## config.mk

```make
export PLATFORM = sky130hd
export DESIGN_NAME = systolic_scheduler_flat
export DESIGN_NICKNAME = d
export VERILOG_FILES = /design/src/rtl/systolic_scheduler_pkg.sv /design/src/rtl/systolic_scheduler_if.sv /design/src/rtl/sa_skew_gen.sv /design/src/rtl/systolic_scheduler.sv /design/src/flat_wrapper.sv
export SDC_FILE = /design/constraint.sdc
export NUM_CORES = 1
export LEC_CHECK = 0
export BUFFER_PORTS_ARGS = -buffer_cell sky130_fd_sc_hd__buf_2
export CAP_MARGIN = 20
export CORE_ASPECT_RATIO = 0.75
export CORE_MARGIN = 2
export CORE_UTILIZATION = 43
export DETAILED_ROUTE_END_ITERATION = 8
export PLACE_DENSITY = 0.67
export SYNTH_ARGS = -nofsm -noshare
export SYNTH_HDL_FRONTEND = slang
export SYNTH_SLANG_ARGS = --single-unit
```

## constraint.sdc

```tcl
create_clock -name i_clk -period 6.8 [get_ports i_clk]
set_input_delay 0.34 -clock i_clk [delete_from_list [all_inputs] [get_ports i_clk]]
set_output_delay 0.34 -clock i_clk [all_outputs]
set_load 0.05 [all_outputs]
```

## src/rtl/systolic_scheduler_pkg.sv

```systemverilog
// rtl/systolic_scheduler_pkg.sv - shared state encoding and width helper for the systolic scheduler
// Purpose: FSM state type and the step-counter width function used by the top and the bench.
// Ports: none (package).
package systolic_scheduler_pkg;

    typedef enum logic [1:0] {
        ST_IDLE = 2'd0,
        ST_RUN  = 2'd1,
        ST_DONE = 2'd2
    } state_t;

    // The counter must reach T_END+1 = 2N-1+K_MAX without wrapping.
    function automatic int cnt_width(input int n, input int k_max);
        return $clog2(k_max + 2 * n);
    endfunction

endpackage

```

## src/rtl/systolic_scheduler_if.sv

```systemverilog
// rtl/systolic_scheduler_if.sv - job request and PE-array control bundle for the systolic scheduler
// Purpose: groups the job request, stall and all schedule outputs.
// Ports: master drives start/k_len/stall and observes the schedule; slave is the scheduler.
interface systolic_scheduler_if #(
    parameter int N  = 4,
    parameter int KW = 9
);
    logic            start;
    logic [KW-1:0]   k_len;
    logic            stall;
    logic [N-1:0]    row_en;
    logic [N-1:0]    col_en;
    logic            acc_clr;
    logic [N*N-1:0]  pe_finish;
    logic            busy;
    logic            done;
    logic            err;

    modport master (
        output start, k_len, stall,
        input  row_en, col_en, acc_clr, pe_finish, busy, done, err
    );

    modport slave (
        input  start, k_len, stall,
        output row_en, col_en, acc_clr, pe_finish, busy, done, err
    );
endinterface

```

## src/rtl/sa_skew_gen.sv

```systemverilog
// rtl/sa_skew_gen.sv - skew-window compare logic for row/column feeds and PE finish pulses
// Purpose: decodes step t and inner dimension K into the skewed feed enables and finish pulses.
// Ports: i_t step count, i_k latched K, i_active (RUN and not stalled);
//        o_row_en / o_col_en per-row/col feed enables, o_pe_finish per-PE finish (index i*N+j).
module sa_skew_gen #(
    parameter int N  = 4,
    parameter int CW = 9
) (
    input  logic [CW-1:0]   i_t,
    input  logic [CW-1:0]   i_k,
    input  logic            i_active,
    output logic [N-1:0]    o_row_en,
    output logic [N-1:0]    o_col_en,
    output logic [N*N-1:0]  o_pe_finish
);

    logic [N-1:0] w_win;

    // Row i and column i share the same skew (i cycles late, K cycles wide).
    always_comb begin
        w_win       = '0;
        o_pe_finish = '0;
        for (int i = 0; i < N; i++) begin
            w_win[i] = i_active && (i_t >= CW'(i)) && (i_t < CW'(i) + i_k);
            for (int j = 0; j < N; j++) begin
                // Last operand pair reaches PE(i,j) at step i+j+K-1.
                o_pe_finish[i*N+j] = i_active && (i_t == CW'(i + j) + i_k);
            end
        end
    end

    assign o_row_en = w_win;
    assign o_col_en = w_win;

endmodule

```

## src/rtl/systolic_scheduler.sv

```systemverilog
// rtl/systolic_scheduler.sv - sequences one output-stationary NxN matrix multiply on the PE array
// Purpose: FSM, latched K, step counter and done/err; the skew windows live in sa_skew_gen.
// Ports: i_clk, i_rst (async, active-high); bus (slave) carries start/k_len/stall in and
//        row_en/col_en/acc_clr/pe_finish/busy/done/err out.
module systolic_scheduler
    import systolic_scheduler_pkg::*;
#(
    parameter int ARRAY_SIZE = 4,
    parameter int K_MAX      = 256,
    parameter int KW         = $clog2(K_MAX + 1)
) (
    input  logic               i_clk,
    input  logic               i_rst,
    systolic_scheduler_if.slave bus
);

    localparam int CW = cnt_width(ARRAY_SIZE, K_MAX);

    state_t          r_state;
    state_t          w_state_nxt;
    logic [CW-1:0]   r_t;
    logic [KW-1:0]   r_k;
    logic            r_err;

    logic            w_k_bad;
    logic            w_active;
    logic            w_last;
    logic [CW-1:0]   w_k_ext;
    logic [CW-1:0]   w_t_end;

    assign w_k_bad  = (bus.k_len == '0) || (bus.k_len > KW'(K_MAX));
    assign w_k_ext  = CW'(r_k);
    assign w_t_end  = CW'(2 * ARRAY_SIZE - 2) + w_k_ext;
    assign w_active = (r_state == ST_RUN) && !bus.stall;
    // A stall on the final step holds everything, including the exit to DONE.
    assign w_last   = w_active && (r_t == w_t_end);

    always_comb begin
        w_state_nxt = r_state;
        unique case (r_state)
            ST_IDLE: if (bus.start) w_state_nxt = w_k_bad ? ST_DONE : ST_RUN;
            ST_RUN:  if (w_last)    w_state_nxt = ST_DONE;
            ST_DONE:                w_state_nxt = ST_IDLE;
            default:                w_state_nxt = ST_IDLE;
        endcase
    end

    always_ff @(posedge i_clk or posedge i_rst) begin
        if (i_rst) begin
            r_state <= ST_IDLE;
            r_t     <= '0;
            r_k     <= '0;
            r_err   <= 1'b0;
        end else begin
            r_state <= w_state_nxt;
            if (r_state == ST_IDLE && bus.start) begin
                r_t   <= '0;
                r_err <= w_k_bad;
                if (!w_k_bad) r_k <= bus.k_len;
            end else if (w_active) begin
                r_t <= r_t + CW'(1);
            end
        end
    end

    assign bus.busy    = (r_state != ST_IDLE);
    assign bus.done    = (r_state == ST_DONE);
    assign bus.err     = (r_state == ST_DONE) && r_err;
    assign bus.acc_clr = w_active && (r_t == '0);

    sa_skew_gen #(
        .N  (ARRAY_SIZE),
        .CW (CW)
    ) u_skew (
        .i_t         (r_t),
        .i_k         (w_k_ext),
        .i_active    (w_active),
        .o_row_en    (bus.row_en),
        .o_col_en    (bus.col_en),
        .o_pe_finish (bus.pe_finish)
    );

endmodule
```

## src/flat_wrapper.sv

```systemverilog
// flat-port wrapper written by rule: the top's interface ports become plain ports
module systolic_scheduler_flat import systolic_scheduler_pkg::*;
#(
    parameter int ARRAY_SIZE = 4,
    parameter int K_MAX      = 256,
    parameter int KW         = $clog2(K_MAX + 1)
)
  (i_clk, i_rst, bus_start, bus_k_len, bus_stall, bus_row_en, bus_col_en, bus_acc_clr, bus_pe_finish, bus_busy, bus_done, bus_err);
  systolic_scheduler_if #(.KW(KW)) bus_i ();
  input  logic i_clk;
  input  logic i_rst;
  input wire logic [$bits(bus_i.start)-1:0] bus_start;
  input wire logic [$bits(bus_i.k_len)-1:0] bus_k_len;
  input wire logic [$bits(bus_i.stall)-1:0] bus_stall;
  output wire logic [$bits(bus_i.row_en)-1:0] bus_row_en;
  output wire logic [$bits(bus_i.col_en)-1:0] bus_col_en;
  output wire logic [$bits(bus_i.acc_clr)-1:0] bus_acc_clr;
  output wire logic [$bits(bus_i.pe_finish)-1:0] bus_pe_finish;
  output wire logic [$bits(bus_i.busy)-1:0] bus_busy;
  output wire logic [$bits(bus_i.done)-1:0] bus_done;
  output wire logic [$bits(bus_i.err)-1:0] bus_err;
  assign bus_i.start = bus_start;
  assign bus_i.k_len = bus_k_len;
  assign bus_i.stall = bus_stall;
  assign bus_row_en = bus_i.row_en;
  assign bus_col_en = bus_i.col_en;
  assign bus_acc_clr = bus_i.acc_clr;
  assign bus_pe_finish = bus_i.pe_finish;
  assign bus_busy = bus_i.busy;
  assign bus_done = bus_i.done;
  assign bus_err = bus_i.err;
  systolic_scheduler #(.ARRAY_SIZE(ARRAY_SIZE), .K_MAX(K_MAX), .KW(KW)) u_core (.i_clk(i_clk), .i_rst(i_rst), .bus(bus_i));
endmodule
```

After elaboration in Yosys (flattened, before gate mapping)
Cells that the tools add are included.
{"block": "op_classes", "bitwise": 1, "n_reduce_logical": 28, "n_lt_le_gt_ge": 9, "mux": 6, "eq_ne": 11, "n_addsub": 7}
{"op": "$eq 9x9->1", "count": 7}
{"op": "$lt 9x9->1", "count": 4}
{"op": "$add 3x9->9 const A", "count": 3}
{"op": "$logic_and 1x1->1", "count": 19}
{"op": "$add 2x9->9 const A", "count": 2}
{"op": "$ge 9x1->1 const B", "count": 2}
{"op": "$ge 9x2->1 const B", "count": 2}
{"op": "$logic_not 9->1", "count": 2}
{"op": "$mux 9", "count": 2}
{"op": "$add 1x9->9 const A", "count": 1}
{"op": "$add 9x1->9 const B", "count": 1}
{"op": "$gt 9x9->1 const B", "count": 1}
{"op": "$mux 2", "count": 3}
{"op": "$pmux 2 s2", "count": 1}
{"op": "$reduce_and 2->1", "count": 2}
{"op": "$reduce_bool 2->1", "count": 2}
{"op": "$eq 2x1->1 const B", "count": 1}
{"op": "$eq 2x2->1 const B", "count": 1}
{"op": "$logic_not 2->1", "count": 1}
{"op": "$ne 2x1->1 const B", "count": 1}
{"op": "$ne 2x2->1 const B", "count": 1}
{"op": "$logic_not 1->1", "count": 1}
{"op": "$logic_or 1x1->1", "count": 1}
{"op": "$not 1->1", "count": 1}
{"block": "word_totals", "ff_bits": 21, "wordCells": 66, "out_inout_bits": 28}

Logic depth before layout (Yosys ltp)
{"block": "depth", "ltp_word": 5, "mapped_depth": 12}

Hierarchy
Synthesis repeated with hierarchy kept, for this count alone.
{"block": "hier_totals", "cells_unflattened": 359, "area_unflattened_um2": 3083.0}
{"module": "sa_skew_gen", "area_per_inst_um2": 1821.7, "cells_each": 236, "instances": 1}
{"module": "systolic_scheduler", "area_per_inst_um2": 1261.2, "cells_each": 123, "instances": 1}

Worst setup path after synthesis
No wires, ideal clock.
{"block": "synth_timing", "path_kind": "register to output", "startpoint": "register u_core.r_k[2]", "endpoint": "output bus_pe_finish[14]", "path_stages_with_launch": 10, "path_slack_ps": 2668, "t_required_ps": 6460, "n_path_buf": 2, "arrival_ps": 3792, "cell_sequence": "dfrtp_1 > clkbuf_1 > inv_1 > ha_1 > a21oi_1 > mux2i_1 > nand2_1 > o211ai_1 > a2111oi_1 > buf_4"}
{"block": "synth_between", "elab_chain_len": 3}
{"item": "start: declaration", "line": "systolic_scheduler.sv:22", "rtl": "logic [KW-1:0] r_k;"}
{"item": "start signal: assignment", "line": "systolic_scheduler.sv:59", "rtl": "if (!w_k_bad) r_k <= bus.k_len;"}
{"item": "$add 3x9->9"}
{"item": "$eq 9x9->1"}
{"item": "$logic_and 1x1->1"}
{"item": "end: declaration", "line": "flat_wrapper.sv:18", "rtl": "output wire logic [$bits(bus_i.pe_finish)-1:0] bus_pe_finish;"}
No other way between the ends.

Worst setup path in the final report
{"block": "layout_timing", "startpoint": "register u_core.r_k[3]", "endpoint": "output bus_col_en[1]"}
{"block": "layout_between", "elab_chain_len": 3}
{"item": "$add 1x9->9", "line": "sa_skew_gen.sv:24", "rtl": "w_win[i] = i_active && (i_t >= CW'(i)) && (i_t < CW'(i) + i_k);"}
{"item": "$lt 9x9->1", "line": "sa_skew_gen.sv:24"}
{"item": "$logic_and 1x1->1", "line": "sa_skew_gen.sv:24"}
{"item": "end: declaration", "line": "flat_wrapper.sv:16", "rtl": "output wire logic [$bits(bus_i.col_en)-1:0] bus_col_en;"}
No other way between the ends.

==> metrics.txt <==
Req. time, crit path approximately 6500 ps; post-synthesis adder-cell area fraction 0.2063; crit path launch u_core.r_k[3]; max frequency approximately 0.28 GHz; Final min period about 3500 ps; crit-path max FO 12; Area growth syn-to-layout 6.278%; CTS Root Cell clkbuf_8; Final Power 1.154 mW; Setup Total Neg Slack 0 ps; compound-gate portion of the synthesized area 0.1166; drt total wl ~6800 µm; largest net degree at the start of global routing 22; largest family of logic cells by synthesized area simple AND/OR/NAND/NOR gates; Worst-path clk slew about 70 ps; post-cts sizing count 0; TritonCTS clock tree done; Met1 Wirelength between 3000 and 4000 µm; CTS sink cnt 21; period utilisation layout 0.5181; gpl congestion around 0.88; # nets final between 400 and 500; HPWL Detailed 5479 µm; Crit path max-delay family adder cells; Die Ht about 74 µm; FP Rows 25; fin area 2965 µm²; final setup margin roughly 3300 ps; fraction of layout instances using a drive strength above 1 0.1425; Slew HR 0.3670; Worst-Skew Late Latency between 200 and 300 ps; Yosys cell types between 40 and 50; yosys warns 0; fraction of synthesized area in multiplexers 0.03946; DR WL/cell roughly 16 µm; CP bufs+invs 1; PwrDens 389.1 nW/µm²; IO buf count 40; mapped cell area about 2800 µm²; via/cell ratio around 5.5; reg2reg path depth 4; Post-Place Setup Slack approximately 3600 ps; post-placement cell area 2919 µm²; Worst R2R End u_core.r_k[7]; CORE AREA about 6300 µm²; synthesized flop and latch total 21; Setup Viol. Count Final 0; EDFF count, synth 0; initial core utilization 0.4438; startpoint types register; first-pass GRT wire length 10980 µm; top sig layer met4; post-route ant nets 0; Pre-Repair DR Iteration Count 4; Arrival @ worst endpoint about 3200 ps; H-tree depth 1; Synth Net Count around 390; Max Clock Skew about 1.6 ps; Fin. Hold Viols 0; CP Cell Sequence ha_1 > nand2_1 > nor2_1 > xnor2_1 > ha_1 > and4_1 > a2111oi_0 > o211a_1 > buf_2; antenna violations before repair 0; post-CTS setup repair buffer count 0; First DRT Iteration DRCs 119; metal2 WL 2959 µm; sequential fraction of the synthesis area 0.1883; # DRC 0; overall routing resource usage 0.1930; share of synthesized registers carrying an async set or reset 1.000; Worst R2R Setup Slack 4390 ps; CP Depth 9; CP endpoint kind primary output; antenna diode count 0; Max Cap Viol 0; Peak supply drop approximately 0.23 mV; status finished, final reports clean; Num CTS Buffers 3; leakage between 1 and 1.5 nW; most frequent CP cell ha_1; vias in the first global route between 2000 and 2500; Synth Flop Type dfrtp_1; grt ovf 0; Mean Syn Cell Area roughly 8.3 µm²; Worst Hold Class input port to asynchronous set/reset pin; Post-Synth XOR/XNOR Area 0.1471; Syn Inst Count around 340; Slew @ Worst Pin 946.0 ps; Setup crit end bus_col_en[1]; RSZ-0062 raised after global routing no; io pins slightly above 40; Die ar. about 7200 µm²; crit-path max cell delay 570 ps; Hold Buf Count CTS 0; Vias between 2000 and 2500; WL met3 373 µm; Die X a little under 100 µm; CTS Buffer Depth 2; Critical R2R Launch u_core.r_state[1]; Max Slew Vio Count 0; Slowest-stage cell, CP dfrtp_1; Synth Area in Simple Gates 0.2161; CP Class register to primary output
sequential cells by signal, indices dropped and copies added (netlist names):
name and count:
u_core.r_state 2, u_core.r_err 1, u_core.r_k 9, u_core.r_t 9
cells in the mapped netlist (all sizes together), types with 2 or more instances:
master | n | area share
clkbuf | 3 | 0.0040
buf | 25 | 0.058
xnor2 | 33 | 0.11
nand2 | 25 | 0.034
a2111oi | 2 | 0.0067
xor2 | 13 | 0.041
nor3 | 8 | 0.016
nand4 | 8 | 0.018
a31oi | 2 | 0.0045
nor4 | 7 | 0.020
nand3 | 5 | 0.0090
and2 | 2 | 0.0045
inv | 17 | 0.023
o21ai | 9 | 0.016
ha | 46 | 0.21
o211ai | 2 | 0.0054
nand2b | 4 | 0.0090
nand3b | 3 | 0.0081
a21oi | 18 | 0.032
and4 | 4 | 0.013
a21o | 5 | 0.013
or3 | 3 | 0.0067
dfrtp | 21 | 0.19
o211a | 2 | 0.0072
and3 | 2 | 0.0045
nor2b | 7 | 0.016
mux2i | 2 | 0.0072
nor2 | 32 | 0.043
mux2 | 8 | 0.032
a211oi | 5 | 0.013
worst reg2reg max path, stage by stage (launching register included):
cell and delay, ps:
dfrtp_1 430, or2_2 300, nor2_1 720, and2_1 480, mux2_1 370
where the power goes:
part / switching, mW / total, mW / leakage, nW / internal [mW]
sequential: 0.112 / 0.273 / 0.269 / 0.161
combinational: 0.477 / 0.801 / 1.13 / 0.325
clock: 0.0393 / 0.0801 / 0.0255 / 0.0408
total: 0.628 / 1.15 / 1.43 / 0.526
worst min-delay path by stage:
stage                             from                end  slack (ps)  cells past startpoint
after detailed placement         i_rst  u_core.r_state[1]         520                      2
after global placement    u_core.r_err       u_core.r_err         510                      2
after CTS                        i_rst  u_core.r_state[1]         240                      2
final                            i_rst       u_core.r_err         210                      2
after global routing             i_rst  u_core.r_state[0]         280                      2
after floorplan                  i_rst       u_core.r_err         320                      1
layout make-up:
type	instances	area [µm²]
Fill cell	634	3322
Multi-Input combinational cell	268	2024
Inverter	18	67.56
Tap cell	81	101.3
Clock inverter	1	5.005
Clock buffer	3	41.29
Sequential cell	21	525.5
Timing Repair Buffer	40	200.2
through the flow:
stage          hold slack, ps  utilization  instances
2_1_floorplan           316.5            -        335
3_3_place_gp            511.4       0.4643        428
3_5_place_dp            522.5       0.4643        428
4_1_cts                 241.0       0.4716        432
5_1_grt                 283.6       0.4716        432
6_report                210.4       0.4716        432
per-layer routing:
metal / up-vias / track usage
li1: 1188 / -
met1: 1104 / 0.2768
met2: 64 / 0.3171
met3: 8 / 0.01713
met4: 0 / 0.04695
met5: - / 0
cells in the final DEF, fill, tap and decap left out, types with 3 or more instances in the layout:
cell type | Yosys | layout
clkbuf_8 | 0 | 3
nand4_1 | 8 | 8
a211oi_1 | 5 | 5
nor3_1 | 7 | 7
o21ai_0 | 9 | 9
xnor2_1 | 32 | 32
a21o_1 | 5 | 5
nor2_1 | 32 | 32
inv_1 | 17 | 17
a21oi_1 | 18 | 18
nand3b_1 | 3 | 3
dfrtp_1 | 21 | 21
or3_1 | 3 | 3
nor4_1 | 5 | 5
xor2_1 | 13 | 13
nand2_1 | 25 | 25
mux2_1 | 8 | 8
ha_1 | 46 | 46
buf_2 | 9 | 40
nand3_1 | 5 | 5
and4_1 | 4 | 4
nor2b_1 | 7 | 7
nand2b_1 | 4 | 4
cells by family (layout without fill, tap and decap cells):
family                     Yosys count  in the layout
DFF                                 21             21
AOI/OAI and AO/OA                   51             51
buffers and inverters               46             62
adders and majority gates           46             46
muxes                               10             10
and+or+nand+nor                    115            115
xor gates and xnor gates            46             46
(Power assumes the default switching activity.)
